$ cat config.mk
export PLATFORM = sky130hd
export DESIGN_NAME = writeback_regfile
export DESIGN_NICKNAME = d
export VERILOG_FILES = /design/src/rtl/writeback_regfile.sv
export SDC_FILE = /design/constraint.sdc
export NUM_CORES = 2
export LEC_CHECK = 0
export BUFFER_PORTS_ARGS = -buffer_cell sky130_fd_sc_hd__buf_2
export CORE_MARGIN = 2
export CORE_UTILIZATION = 55
export DETAILED_ROUTE_END_ITERATION = 8
export PLACE_DENSITY = 0.71
export SLEW_MARGIN = 10
export SYNTH_ARGS = -nofsm -noshare
export SYNTH_HDL_FRONTEND = slang
export SYNTH_SLANG_ARGS = --single-unit
export TNS_END_PERCENT = 10
$ cat constraint.sdc
create_clock -name clk -period 4.79 [get_ports clk]
set_clock_uncertainty 0.15 [all_clocks]
set_input_delay 0.958 -clock clk [delete_from_list [all_inputs] [get_ports clk]]
set_output_delay 0.958 -clock clk [all_outputs]
set_load 0.01 [all_outputs]
$ cat src/rtl/writeback_regfile.sv
// 32x32 register file with write-through bypass on both read ports, a
// stage-2 read-after-write stall detector and a wrapping retired-write counter.
module writeback_regfile #(
    parameter int CNT_W = 16
) (
    input  logic             clk,
    input  logic             rst,
    input  logic [31:0]      ALUOut,
    input  logic [4:0]       S3_WriteSelect,
    input  logic             S3_WriteEnable,
    input  logic [4:0]       S2_WriteSelect,
    input  logic             S2_WriteEnable,
    input  logic [4:0]       ReadSelect1,
    input  logic [4:0]       ReadSelect2,
    output logic [31:0]      ReadData1,
    output logic [31:0]      ReadData2,
    output logic             Stall,
    output logic [CNT_W-1:0] WriteCount
);

    logic [31:0]      regs_q [32];
    logic [31:0]      regs_d [32];
    logic [CNT_W-1:0] count_q;
    logic [CNT_W-1:0] count_d;
    logic             wr_hit;

    // Index 0 is never a real write, so it is neither stored, bypassed nor counted.
    assign wr_hit = S3_WriteEnable && (S3_WriteSelect != 5'd0);

    always_comb begin
        for (int i = 0; i < 32; i++) begin
            regs_d[i] = regs_q[i];
        end
        count_d = count_q;
        if (rst) begin
            for (int i = 0; i < 32; i++) begin
                regs_d[i] = 32'h0;
            end
            count_d = '0;
        end else if (wr_hit) begin
            regs_d[S3_WriteSelect] = ALUOut;
            count_d                = count_q + 1'b1;
        end
        regs_d[0] = 32'h0;
    end

    always_ff @(posedge clk) begin
        for (int i = 0; i < 32; i++) begin
            regs_q[i] <= regs_d[i];
        end
        count_q <= count_d;
    end

    always_comb begin
        if (ReadSelect1 == 5'd0)
            ReadData1 = 32'h0;
        else if (wr_hit && (ReadSelect1 == S3_WriteSelect))
            ReadData1 = ALUOut;
        else
            ReadData1 = regs_q[ReadSelect1];

        if (ReadSelect2 == 5'd0)
            ReadData2 = 32'h0;
        else if (wr_hit && (ReadSelect2 == S3_WriteSelect))
            ReadData2 = ALUOut;
        else
            ReadData2 = regs_q[ReadSelect2];
    end

    // Stage-3 hazards are covered by the bypass; only stage 2 can stall.
    assign Stall = S2_WriteEnable && (S2_WriteSelect != 5'd0) &&
                   ((S2_WriteSelect == ReadSelect1) || (S2_WriteSelect == ReadSelect2));

    assign WriteCount = count_q;

endmodule

==> results by group <==
Yosys
  – Gate Count Post-Synth: 6055
  – EDFF count, synth: 0
  – Netlist cell types: 73
  – Top_reg_cell synth: dfxtp_1
  – Yosys warnings: 0
  – Yosys reg bits: 1008
  – Area of the mapped netlist: 52130 um^2
  – Post-Syn Area per Cell: 8.609 um^2
  – Synthesized Nets: 6112
  – Sequential area share after synthesis: 38.71%
  – Post-synth ARST share: 0%

Global route
  – Total gr overflow: 0
  – Vias in the first global route: 46770
  – Largest net degree at the start of global routing: 119
  – Global-route wire length before repair: 305200 um
  – Initial antenna violation count: 14
  – GRT Util Overall: 41.94%

Clock tree
  – CTS tree: yes
  – Post-CTS setup buffer count: 0
  – Clk slew on worst S/H paths: 0.06 ns
  – Clock buffer depth: 3
  – Total CTS buffers: 107
  – Htree depth: 3
  – Clock Latency Late Sink: 0.69 ns
  – Post-CTS sizing: 0
  – Sink Count: 1008
  – Post-CTS Hold Buffers: 0
  – Clock root buffer: clkbuf_16

Placement
  – IO Port Bufs: 136
  – Hpwl dp: 129900 um
  – RePlAce Congestion: 0.9860

Power
  – Net switching power: 5.034 mW
  – Sw Share: 25.95%
  – Register share of total power: 43.8%
  – Internal: 14.36 mW
  – Static Leak: 19.43 nW
  – Comb power frac: 9.9%
  – Clock share of power: 46.3%
  – Worst vdd ir: 0.0002980 V
  – Power Density: 334.0 nW/um^2

Min path
  – Hold Path Depth: 2
  – Min-delay src: regs_q[31][24]$_SDFFE_PP0P_
  – Worst Hold End: regs_q[31][24]$_SDFFE_PP0P_
  – Hold Crit Class: flip-flop to flip-flop

Timing
  – Slew headroom: 17.71%
  – Setup violations, final: 0
  – RSZ-0062 raised after global routing: false
  – Worst-Margin Slew: 1.230 ns
  – Final min period: 4.785 ns
  – Hold Violations, Final: 0
  – TNS Setup: 0 ns
  – Hold slack: 0.3149 ns
  – Final period util: 99.89%
  – Fmax: 0.2090 GHz
  – Max-slew violations: 0

Floorplan
  – Die ar.: 97260 um^2
  – Die Y: 311.9 um
  – Die W: 311.9 um
  – Initial Util: 55.69%
  – # IOs: 137
  – # rows: 112
  – Core Footprint: 93610 um^2

Route
  – Final ANT Viol Nets: 0
  – First-pass iteration count of the detailed router: 6
  – DRC errors left: 0
  – Wire per inst: 28.90 um
  – DR vias/cell: 6.861
  – Vias: 50050
  – Drt total wl: 210800 um
  – Initial DRC Count: 8877

Setup path
  – Reg2Reg Capture Point: WriteCount[15]$_SDFFE_PP0P_
  – Worst reg2reg path startpoint: WriteCount[4]$_SDFFE_PP0P_
  – Critical Path AT: 3.68 ns
  – Worst r2r path cells: 5
  – Critical path type: input pin to primary output
  – Element type at the critical path start: input pin
  – CP Max Fanout: 46
  – Element type at the critical path end: primary output
  – CP Data Required Time: 3.68 ns
  – Worst reg-to-reg setup slack: 2.95 ns

Finish
  – Most common cell after layout, fill and taps aside: nand2_1
  – Most frequent cells in the layout: nand2_1 (2083), a21oi_1 (1017), dfxtp_1 (1008)
  – Nets: 6002
  – Layout cells sized above 1: 19.09%
  – Layout area overhead: 11.41%
  – Filler cell count: 7862

Run status
  – Outcome: complete, no violations

Run
  – Max Cap Viol: 0
-- flip-flops by register name, indices dropped and copies added, names as in the netlist --
signal / cells
WriteCount: 16
regs_q: 992
-- stage by stage --
step	cells	setup WS [ns]	utilization [%]	power [mW]	instance area, um^2
2_1_floorplan	6055	1.110	-	9.771	52130
3_3_place_gp	7090	0.1972	58.01	10.49	54300
3_5_place_dp	7090	0.1200	58.01	10.50	54300
4_1_cts	7289	0.1091	62.02	19.26	58060
5_1_grt	7293	0.07103	62.04	19.74	58070
6_report	7295	0.005274	62.04	19.40	58080
-- Yosys cell counts (15+ instances only) --
cell	instances	area share [%]
o22ai_1	68	0.82
a221oi_1	59	0.99
a31oi_1	18	0.22
o21ai_0	29	0.28
or3_1	17	0.20
buf_2	118	1.1
nand2_1	2102	15
mux4_1	24	1.2
buf_4	33	0.48
clkbuf_1	415	3.0
mux2_2	72	1.6
a22o_1	16	0.27
dfxtp_1	1008	39
a22oi_1	26	0.37
nor2_1	175	1.3
mux4_2	398	17
clkbuf_2	27	0.26
xnor2_1	23	0.39
nor3_1	34	0.33
a21oi_1	1017	9.8
nand3_1	20	0.19
nor2b_1	15	0.18
a221o_1	31	0.60
mux2i_1	94	1.8
buf_6	16	0.35
-- worst max-delay path by stage --
| stage | from | end | slack, ns | cells after the start |
|---|---|---|---|---|
| after global placement | ReadSelect2[0] | ReadData2[0] | 0.20 | 9 |
| after global routing | ReadSelect1[0] | ReadData1[4] | 0.07 | 8 |
| after detailed placement | ReadSelect2[0] | ReadData2[0] | 0.12 | 9 |
| after CTS | ReadSelect2[0] | ReadData2[0] | 0.11 | 9 |
| final | ReadSelect2[1] | ReadData2[21] | 0.005 | 7 |
| after floorplan | ReadSelect1[0] | ReadData1[22] | 1.11 | 7 |
-- area by class of cell --
class                   instances  area (um^2)  share of cell area [%]
inverters                       6        30.03                 0.05171
multi-input cells            4404        29200                   50.28
clock buffers                 150         3069                   5.285
repair buffers                418         3329                   5.733
clock inverters                49        684.4                   1.178
flip-flops and latches       1008        20180                   34.75
well taps                    1254         1569                   2.702
diodes                          6        15.01                 0.02585
-- power by group through the flow --
stage / clock network [mW] / registers (mW) / logic [mW]
final: 8.98 / 8.49 / 1.92
after global routing: 9.30 / 8.50 / 1.95
after CTS: 8.94 / 8.49 / 1.83
after detailed placement: 0 / 8.68 / 1.82
after global placement: 0 / 8.67 / 1.81
after floorplan: 0 / 8.66 / 1.11
-- metal layers --
metal  global-route usage, %  wire [um]  share of wire (%)
met1                   52.70      71790                 34
met2                   59.43      87310                 41
met3                   16.77      35170                 17
met4                   27.16      16110                7.6
met5                   2.520        409               0.19
-- worst max-delay path: stages --
cell,delay (ns)
clkbuf_8,0.46
buf_12,0.31
nand2_1,0.30
o2111ai_1,0.38
a221oi_1,0.11
o31ai_1,0.79
buf_2,0.27
-- cell families after synthesis --
group           count (synthesis)  synth area share, %
simple gates                 2429                18.19
fa+ha+maj                       1              0.02400
compound gates               1352                14.72
mux                           592                21.96
buf+inv                       643                5.902
xor+xnor                       30               0.5040
flops                        1008                38.71
Note: power is estimated with default switching activity, not from simulation.
